==> config.mk <==
export PLATFORM = sky130hd
export DESIGN_NAME = unidade_controle_fsm_flat
export DESIGN_NICKNAME = d
export VERILOG_FILES = /design/src/rtl/unidade_controle_fsm_if.sv /design/src/rtl/unidade_controle_fsm.sv /design/src/flat_wrapper.sv
export SDC_FILE = /design/constraint.sdc
export NUM_CORES = 1
export LEC_CHECK = 0
export CAP_MARGIN = 20
export CELL_PAD_IN_SITES_DETAIL_PLACEMENT = 1
export CELL_PAD_IN_SITES_GLOBAL_PLACEMENT = 2
export CORE_MARGIN = 5
export CORE_UTILIZATION = 16
export CTS_CLUSTER_SIZE = 30
export DETAILED_ROUTE_END_ITERATION = 12
export GPL_TIMING_DRIVEN = 0
export PLACE_DENSITY = 0.83
export SYNTH_ARGS = -nofsm -noshare
export SYNTH_HDL_FRONTEND = slang
export SYNTH_SLANG_ARGS = --single-unit
==> constraint.sdc <==
create_clock -name CLOCK_50 -period 1.8 [get_ports CLOCK_50]
set_input_delay 0.36 -clock CLOCK_50 [delete_from_list [all_inputs] [get_ports CLOCK_50]]
set_output_delay 0.36 -clock CLOCK_50 [all_outputs]
set_load 0.05 [all_outputs]
==> src/rtl/unidade_controle_fsm_if.sv <==
// Control bundle between the sequencing controller and the 16-bit datapath.
// master = controller side, slave = datapath / instruction memory side.
interface unidade_controle_fsm_if;
   logic [3:0] opcode;
   logic       mem_ready;
   logic       zero;
   logic       mem_req;
   logic       esc_ir;
   logic       esc_cp;
   logic       esc_cond_cp;
   logic [1:0] fonte_cp;
   logic       ula_a;
   logic [1:0] ula_b;
   logic [3:0] ula_op;
   logic       esc_reg;
   logic       flag_imm;
   logic       instr_done;
   logic       halted;

   modport master (
      input  opcode, mem_ready, zero,
      output mem_req, esc_ir, esc_cp, esc_cond_cp, fonte_cp, ula_a, ula_b,
             ula_op, esc_reg, flag_imm, instr_done, halted
   );

   modport slave (
      output opcode, mem_ready, zero,
      input  mem_req, esc_ir, esc_cp, esc_cond_cp, fonte_cp, ula_a, ula_b,
             ula_op, esc_reg, flag_imm, instr_done, halted
   );
endinterface

==> src/rtl/unidade_controle_fsm.sv <==
// Multicycle FETCH/DECODE/EXEC/WRITEBACK sequencer for the 16-bit datapath.
// Optional PERF_COUNTER_EN adds instr_count / stall_count performance counters.
module unidade_controle_fsm #(
   parameter logic [3:0] OP_SUB  = 4'd1,
   parameter logic [3:0] OP_HALT = 4'd15
) (
   input  logic                    CLOCK_50,
   input  logic                    reset,
   unidade_controle_fsm_if.master  bus
`ifdef PERF_COUNTER_EN
   ,
   output logic [15:0]             instr_count,
   output logic [15:0]             stall_count
`endif
);

   localparam logic [3:0] OP_LAST_ALU = 4'd10;
   localparam logic [3:0] OP_IMM_LO   = 4'd6;
   localparam logic [3:0] OP_BEQ      = 4'd11;
   localparam logic [3:0] OP_BNE      = 4'd12;
   localparam logic [3:0] OP_J        = 4'd13;
   localparam logic [3:0] OP_NOP      = 4'd14;

   typedef enum logic [2:0] {
      IDLE, FETCH, DECODE, EXEC, WRITEBACK, BRANCH, JUMP, HALT
   } state_t;

   state_t state, state_nxt;

   logic       mem_req, esc_ir, esc_cp, esc_cond_cp;
   logic [1:0] fonte_cp;
   logic       ula_a;
   logic [1:0] ula_b;
   logic [3:0] ula_op;
   logic       esc_reg, flag_imm, instr_done, halted;
   logic       is_imm, take_branch;

   assign is_imm      = (bus.opcode >= OP_IMM_LO);
   assign take_branch = ((bus.opcode == OP_BEQ) &&  bus.zero) ||
                        ((bus.opcode == OP_BNE) && !bus.zero);

   always_ff @(posedge CLOCK_50 or negedge reset) begin
      if (!reset) state <= IDLE;
      else        state <= state_nxt;
   end

   always_comb begin
      state_nxt   = state;
      mem_req     = 1'b0;
      esc_ir      = 1'b0;
      esc_cp      = 1'b0;
      esc_cond_cp = 1'b0;
      fonte_cp    = 2'b00;
      ula_a       = 1'b0;
      ula_b       = 2'b00;
      ula_op      = 4'd0;
      esc_reg     = 1'b0;
      flag_imm    = 1'b0;
      instr_done  = 1'b0;
      halted      = 1'b0;
      case (state)
         IDLE: state_nxt = FETCH;
         FETCH: begin
            mem_req = 1'b1;
            if (bus.mem_ready) begin
               esc_ir    = 1'b1;
               esc_cp    = 1'b1;
               state_nxt = DECODE;
            end
         end
         DECODE: begin
            if (bus.opcode == OP_HALT)          state_nxt = HALT;
            else if (bus.opcode <= OP_LAST_ALU) state_nxt = EXEC;
            else if (bus.opcode == OP_BEQ ||
                     bus.opcode == OP_BNE)      state_nxt = BRANCH;
            else if (bus.opcode == OP_J)        state_nxt = JUMP;
            else if (bus.opcode == OP_NOP) begin
               instr_done = 1'b1;
               state_nxt  = FETCH;
            end
         end
         // WRITEBACK keeps the EXEC operand selects so the ALU result stays valid
         EXEC, WRITEBACK: begin
            ula_op   = bus.opcode;
            ula_b    = is_imm ? 2'b10 : 2'b00;
            flag_imm = is_imm;
            if (state == WRITEBACK) begin
               esc_reg    = 1'b1;
               instr_done = 1'b1;
               state_nxt  = FETCH;
            end else begin
               state_nxt  = WRITEBACK;
            end
         end
         BRANCH: begin
            ula_op      = OP_SUB;
            fonte_cp    = 2'b01;
            esc_cond_cp = take_branch;
            instr_done  = 1'b1;
            state_nxt   = FETCH;
         end
         JUMP: begin
            esc_cp     = 1'b1;
            fonte_cp   = 2'b10;
            instr_done = 1'b1;
            state_nxt  = FETCH;
         end
         HALT: halted = 1'b1;
         default: state_nxt = IDLE;
      endcase
   end

   assign bus.mem_req     = mem_req;
   assign bus.esc_ir      = esc_ir;
   assign bus.esc_cp      = esc_cp;
   assign bus.esc_cond_cp = esc_cond_cp;
   assign bus.fonte_cp    = fonte_cp;
   assign bus.ula_a       = ula_a;
   assign bus.ula_b       = ula_b;
   assign bus.ula_op      = ula_op;
   assign bus.esc_reg     = esc_reg;
   assign bus.flag_imm    = flag_imm;
   assign bus.instr_done  = instr_done;
   assign bus.halted      = halted;

`ifdef PERF_COUNTER_EN
   // Counters freeze in HALT; both wrap naturally at 16 bits
   always_ff @(posedge CLOCK_50 or negedge reset) begin
      if (!reset) begin
         instr_count <= 16'd0;
         stall_count <= 16'd0;
      end else if (state != HALT) begin
         if (instr_done)                       instr_count <= instr_count + 16'd1;
         if (state == FETCH && !bus.mem_ready) stall_count <= stall_count + 16'd1;
      end
   end
`endif

endmodule

==> src/flat_wrapper.sv <==
// flat-port wrapper written by rule: the top's interface ports become plain ports
module unidade_controle_fsm_flat 
#(
   parameter logic [3:0] OP_SUB  = 4'd1,
   parameter logic [3:0] OP_HALT = 4'd15
)
  (CLOCK_50, reset, bus_opcode, bus_mem_ready, bus_zero, bus_mem_req, bus_esc_ir, bus_esc_cp, bus_esc_cond_cp, bus_fonte_cp, bus_ula_a, bus_ula_b, bus_ula_op, bus_esc_reg, bus_flag_imm, bus_instr_done, bus_halted);
  unidade_controle_fsm_if bus_i ();
  input  logic CLOCK_50;
  input  logic reset;
  input wire logic [$bits(bus_i.opcode)-1:0] bus_opcode;
  input wire logic [$bits(bus_i.mem_ready)-1:0] bus_mem_ready;
  input wire logic [$bits(bus_i.zero)-1:0] bus_zero;
  output wire logic [$bits(bus_i.mem_req)-1:0] bus_mem_req;
  output wire logic [$bits(bus_i.esc_ir)-1:0] bus_esc_ir;
  output wire logic [$bits(bus_i.esc_cp)-1:0] bus_esc_cp;
  output wire logic [$bits(bus_i.esc_cond_cp)-1:0] bus_esc_cond_cp;
  output wire logic [$bits(bus_i.fonte_cp)-1:0] bus_fonte_cp;
  output wire logic [$bits(bus_i.ula_a)-1:0] bus_ula_a;
  output wire logic [$bits(bus_i.ula_b)-1:0] bus_ula_b;
  output wire logic [$bits(bus_i.ula_op)-1:0] bus_ula_op;
  output wire logic [$bits(bus_i.esc_reg)-1:0] bus_esc_reg;
  output wire logic [$bits(bus_i.flag_imm)-1:0] bus_flag_imm;
  output wire logic [$bits(bus_i.instr_done)-1:0] bus_instr_done;
  output wire logic [$bits(bus_i.halted)-1:0] bus_halted;
  assign bus_i.opcode = bus_opcode;
  assign bus_i.mem_ready = bus_mem_ready;
  assign bus_i.zero = bus_zero;
  assign bus_mem_req = bus_i.mem_req;
  assign bus_esc_ir = bus_i.esc_ir;
  assign bus_esc_cp = bus_i.esc_cp;
  assign bus_esc_cond_cp = bus_i.esc_cond_cp;
  assign bus_fonte_cp = bus_i.fonte_cp;
  assign bus_ula_a = bus_i.ula_a;
  assign bus_ula_b = bus_i.ula_b;
  assign bus_ula_op = bus_i.ula_op;
  assign bus_esc_reg = bus_i.esc_reg;
  assign bus_flag_imm = bus_i.flag_imm;
  assign bus_instr_done = bus_i.instr_done;
  assign bus_halted = bus_i.halted;
  unidade_controle_fsm #(.OP_SUB(OP_SUB), .OP_HALT(OP_HALT)) u_core (.CLOCK_50(CLOCK_50), .reset(reset), .bus(bus_i));
endmodule
==> results_dict.tcl, run 1 <==
set metrics [dict create \
    dr.pass1.iters 2 \
    max_stage_delay_ns 0.42 \
    status "finished with violations" \
    largest_reg_flops 3 \
    layout_commonest_cell "buf_4" \
    crit_arrival_ns 1.45 \
    crit_chain "nand2b_4 -> or3b_4 -> o21ai_2 -> buf_6" \
    cts_tree "yes" \
    port_buffers 21 \
    clk_pin_slew_ns 0.04 \
    hold_class "in -> async" \
    syn_area_sq_um 374.1 \
    cp_max_fo 3 \
    largestRegisters "u_core.state (3)" \
    p_sw_mw 0.7839 \
    finalSetupTns_ns -0.009414 \
    die_width_um 58.36 \
    hold_violations 0 \
    synthToLayoutAreaGrowth_pct 96.99 \
    viasPerCell 4.395 \
    antenna_found_initial 0 \
    min_period_ns 1.809 \
    use_met3_pct 3.947 \
    grt_max_degree 11 \
    num-fill-cells 284 \
    io_pins 25 \
    rows 17 \
    post-place-cells 102 \
    cts-buffers-inserted 3 \
    power_density_nw_per_um2 1903 \
    crit_required_ns 1.44 \
    hpwl_mm 1.094 \
    gp_congestion 0.7560 \
    p_seq_share_pct 9.5 \
    syn_inst 52 \
    drc 0 \
    yosysUniqueCellTypes 26 \
    crit_type "reg -> out" \
    dieArea_sq_um 3405 \
    n_antenna_cell 0 \
    cts.root.buffer_cell "clkbuf_4" \
    htreeDepth 1 \
    ant_nets 0 \
    pre_cts_slack_ns -0.8289 \
    switching_share_pct 55.90 \
    rrSetupSlack_ns 0.54 \
    vias 501 \
    grt_pass1_wl_mm 2.339 \
    wl_per_cell_um 13.15 \
    final_cell_mix "buf_4 (14), nor2_1 (7), buf_2 (5), dlygate4sd2_1 (4)" \
    grt_pass1_vias 538 \
    yosysWarnings 0 \
    setup_violations 1 \
    drive_above_1_share_pct 52.33 \
    regMostFlops "u_core.state" \
    period_share_pct 100.5 \
    critPathSlowestCell "dfrtp_2" \
    met1_usage_pct 9.235 \
    nets 95 \
    endpoint_kind "output pin" \
    rsz0062_at_grt "yes" \
    met2_usage_pct 15.15 \
    slew_violations 0 \
    power_leakage_nw 0.3542 \
    combPwrFrac_pct 81.9 \
    worst_slack_ns -0.009414 \
    failed_checks "setup timing" \
    initial_core_util_pct 16.91 \
    crit_family "simple AND/OR/NAND/NOR gates" \
    finalClockSkew_ns 0.007665 \
    coreArea_sq_um 2212 \
    busiest_layer "met2" \
    track_usage_pct 8.930 \
    cap_violations 0 \
    synth-seq-area-share_pct 20.07 \
    pwr-share-clk_pct 8.6 \
    ys_ff_latch 3 \
    die_h_um 58.36 \
    cp_num_buf_inv 1 \
    startpoint_type "flip-flop" \
    fmax_mhz 552.7 \
    insertion_delay_ns 0.23 \
    cts_sinks 3 \
    cts_hold_buf 0 \
    irDropWorstVdd_mv 0.7097 \
    drt_iter0_markers 1 \
    clk_path_buf_depth 2 \
    grt-ovfl-total 0 \
    finalWirelength_mm 1.499 \
    internal_power_mw 0.6185 \
    syn_area_per_cell_sq_um 7.194 \
    fin_cells 114 \
]
[synth_stat cells]
| cell type | count | area, sq um |
|---|---|---|
| a21o_1 | 1 | 7.510 |
| a21oi_1 | 1 | 5.000 |
| and2_1 | 4 | 25.02 |
| buf_2 | 1 | 5.000 |
| buf_4 | 4 | 30.03 |
| clkbuf_2 | 1 | 5.000 |
| conb_1 | 1 | 3.750 |
| dfrtp_1 | 3 | 75.07 |
| inv_1 | 2 | 7.510 |
| nand2_1 | 4 | 15.01 |
| nand2b_1 | 4 | 25.02 |
| nand2b_4 | 1 | 13.76 |
| nand3_1 | 1 | 5.000 |
| nand3b_1 | 1 | 7.510 |
| nand4_1 | 2 | 12.51 |
| nand4b_1 | 1 | 8.760 |
| nor2_1 | 8 | 30.03 |
| nor3_1 | 1 | 5.000 |
| nor3b_1 | 1 | 7.510 |
| o211a_1 | 1 | 10.01 |
| o211ai_2 | 1 | 12.51 |
| o21a_1 | 2 | 15.01 |
| o21ai_0 | 2 | 10.01 |
| o21ai_2 | 1 | 8.760 |
| o22ai_1 | 2 | 12.51 |
| or3b_4 | 1 | 11.26 |
[per-stage QoR]
step,area (sq um),power [mW],hold WS [ns],utilization [%]
final,737.0,1.402,0.3106,33.31
after floorplan,386.6,0.8155,0.06441,-
after global routing,737.0,1.487,0.3141,33.31
after global placement,631.9,1.104,0.5484,28.56
after detailed placement,631.9,1.112,0.5599,28.56
after CTS,663.1,1.250,0.3127,29.98
[power by group through the flow]
stage               combinational, mW  clock [mW]  sequential [mW]
detailed placement              0.980           0            0.132
CTS                              1.00       0.122            0.124
global route                     1.22       0.132            0.137
global placement                0.972           0            0.131
floorplan                       0.693           0            0.122
finish                           1.15       0.121            0.133
[worst paths after layout]
| path | start | end | depth (start not counted) |
|---|---|---|---|
| max | u_core.state[2] | bus_esc_cp | 4 |
| min | reset | u_core.state[1] | 1 |
| max reg2reg | u_core.state[2] | u_core.state[1] | 4 |
| min reg2reg | u_core.state[1] | u_core.state[2] | 2 |
| max in group asynchronous | reset | u_core.state[2] | 1 |
| min in group CLOCK_50 | bus_opcode[0] | u_core.state[0] | 4 |
[cell families after synthesis]
logic type	count (synthesis)	synth area share [%]
flip-flops	3	20.07
buffers and inverters	8	12.71
AND/OR/NAND/NOR	29	44.48
other	1	1.002
AO/OA/AOI/OAI	11	21.74
[repair_timing]
action / CTS / global route
cloned: 0 / 1
endpoints found under the setup margin: 15 / 13
buffers inserted: 2 / 5
gates resized for setup: 82 / 20
pin swaps: 0 / 4
[final cells by class]
cell class | count | area [sq um] | share of cell area, %
well taps | 28 | 35.03 | 4.754
multi-input cells | 42 | 296.5 | 40.24
plain buffers | 6 | 50.05 | 6.791
clock buffers | 4 | 26.28 | 3.565
flip-flops and latches | 3 | 76.32 | 10.36
inverters | 2 | 7.507 | 1.019
repair buffers | 29 | 245.2 | 33.28
[routing by layer]
metal | vias up | part of all wire [%]
met1 | 236 | 37
li1 | 239 | -
met5 | - | 0
met2 | 22 | 50
met3 | 4 | 11
met4 | 0 | 1.5
No activity file was read; power rests on OpenSTA's default activity.
==> run 2, diff against run 1 <==
--- a/config.mk
+++ b/config.mk
@@ -17,3 +17,4 @@
 export SYNTH_ARGS = -nofsm -noshare
 export SYNTH_HDL_FRONTEND = slang
 export SYNTH_SLANG_ARGS = --single-unit
+export TNS_END_PERCENT = 10
==> results_dict.tcl, run 2 (synthesized netlist as in run 1, its figures left out) <==
set metrics [dict create \
    cts.root.buffer_cell "clkbuf_4" \
    n_antenna_cell 0 \
    crit_type "reg -> out" \
    drt_iter0_markers 4 \
    grt_max_degree 11 \
    cts_tree "yes" \
    nets 90 \
    cap_violations 0 \
    gp_congestion 0.6861 \
    rrSetupSlack_ns 0.64 \
    ant_nets 0 \
    failed_checks "setup timing" \
    largestRegisters "u_core.state (3)" \
    rsz0062_at_grt "yes" \
    htreeDepth 1 \
    dr.pass1.iters 2 \
    fmax_mhz 544.5 \
    vias 467 \
    drc 0 \
    min_period_ns 1.836 \
    period_share_pct 102.0 \
    coreArea_sq_um 2212 \
    cts_hold_buf 0 \
    num-fill-cells 268 \
    die_width_um 58.36 \
    insertion_delay_ns 0.23 \
    regMostFlops "u_core.state" \
    track_usage_pct 9.070 \
    cts_sinks 3 \
    hold_class "in -> async" \
    power_leakage_nw 0.3344 \
    clk_pin_slew_ns 0.04 \
    drive_above_1_share_pct 46.91 \
    finalWirelength_mm 1.334 \
    io_pins 25 \
    power_density_nw_per_um2 1915 \
    placed_area_sq_um 630.6 \
    cts-buffers-inserted 3 \
    layout_commonest_cell "buf_6" \
    grt_pass1_vias 516 \
    rows 17 \
    slew_violations 0 \
    endpoint_kind "output pin" \
    r2r-end "u_core.state[1]" \
    hold_violations 0 \
    synthToLayoutAreaGrowth_pct 93.65 \
    status "finished with violations" \
    startpoint_type "flip-flop" \
    clk_path_buf_depth 2 \
    timing.rr.start "u_core.state[2]" \
    largest_reg_flops 3 \
    initial_core_util_pct 16.91 \
    final_util_pct 32.75 \
    wl_per_cell_um 12.24 \
    worst_slack_ns -0.03641 \
    port_buffers 21 \
    setup_violations 2 \
    grt_pass1_wl_mm 2.387 \
    final_cell_mix "buf_6 (9), nor2_1 (7), buf_4 (6), dlygate4sd2_1 (4)" \
    crit_arrival_ns 1.48 \
    irDropWorstVdd_mv 0.7594 \
    grt-ovfl-total 0 \
    final_cell_area_sq_um 724.4 \
    cp_max_fo 5 \
    finalClockSkew_ns 0.003565 \
    dieArea_sq_um 3405 \
    hpwl_mm 1.004 \
    antenna_found_initial 0 \
    viasPerCell 4.284 \
    crit_required_ns 1.44 \
    die_h_um 58.36 \
    r2r_cells 3 \
]
## run 2: cell types whose count changed in the layout (fill, tap and decap cells not counted), moves of 2 or more
cell,previous run,this run
buf_2,5,3
buf_4,14,6
buf_6,3,9
buf_8,3,1
clkdlybuf4s15_2,1,3
## run 2: worst max path at each step
stage	start	end	slack [ns]	cells after the start
after global routing	u_core.state[2]	bus_esc_ir	-0.1	4
after CTS	u_core.state[2]	bus_esc_cp	-0.05	4
after detailed placement	bus_opcode[1]	bus_esc_cond_cp	-0.78	5
after global placement	bus_opcode[1]	bus_esc_cond_cp	-0.78	5
final	u_core.state[2]	bus_esc_cp	-0.04	4
after floorplan	u_core.state[0]	bus_ula_b[1]	-0.1	5
## run 2: repair_timing
action | in CTS | in global routing
pin swaps | 2 | 2
setup buffers | 3 | 0
setup endpoints to repair | 15 | 11
gates resized for setup | 86 | 15
## run 2: final cells by class
cell class / instances / area (sq um) / area share [%]
Inverter: 2 / 7.507 / 1.036
Multi-Input combinational cell: 42 / 289.0 / 39.90
Sequential cell: 3 / 76.32 / 10.54
Tap cell: 28 / 35.03 / 4.836
Timing Repair Buffer: 24 / 236.5 / 32.64
Clock buffer: 4 / 26.28 / 3.627
Buffer: 6 / 53.80 / 7.427
## run 2: report_power, final
part | switching (mW) | internal (mW) | total (mW)
clock | 0.0352 | 0.0831 | 0.118
sequential | 0.0338 | 0.0991 | 0.133
combinational | 0.696 | 0.440 | 1.14
## run 2: stage by stage
stage / setup slack (ns) / setup TNS, ns / power, mW / hold slack [ns] / std cells
after detailed placement: -0.7829 / -6.622 / 1.106 / 0.5559 / 102
after global placement: -0.7811 / -6.677 / 1.104 / 0.5511 / 102
after CTS: -0.04721 / -0.1287 / 1.341 / 0.3023 / 109
after global routing: -0.09850 / -0.4047 / 1.489 / 0.3091 / 109
final: -0.03641 / -0.06163 / 1.387 / 0.3111 / 109
after floorplan: -0.09917 / -0.09917 / 0.8134 / 0.06441 / 53
## run 2: worst max-delay path, cell delays in order (launching register included)
cell      delay (ns)
dfrtp_2         0.44
nand2b_4        0.16
or3b_4          0.39
o21ai_2         0.08
buf_6           0.17
## run 2: metal layers
metal  track usage, %  up-vias  wire length [um]
met5                0        -                 0
met4            3.974        0                 0
met3            3.509        0               119
met2            13.56       18               623
met1            11.49      213               591
li1                 -      236                 -
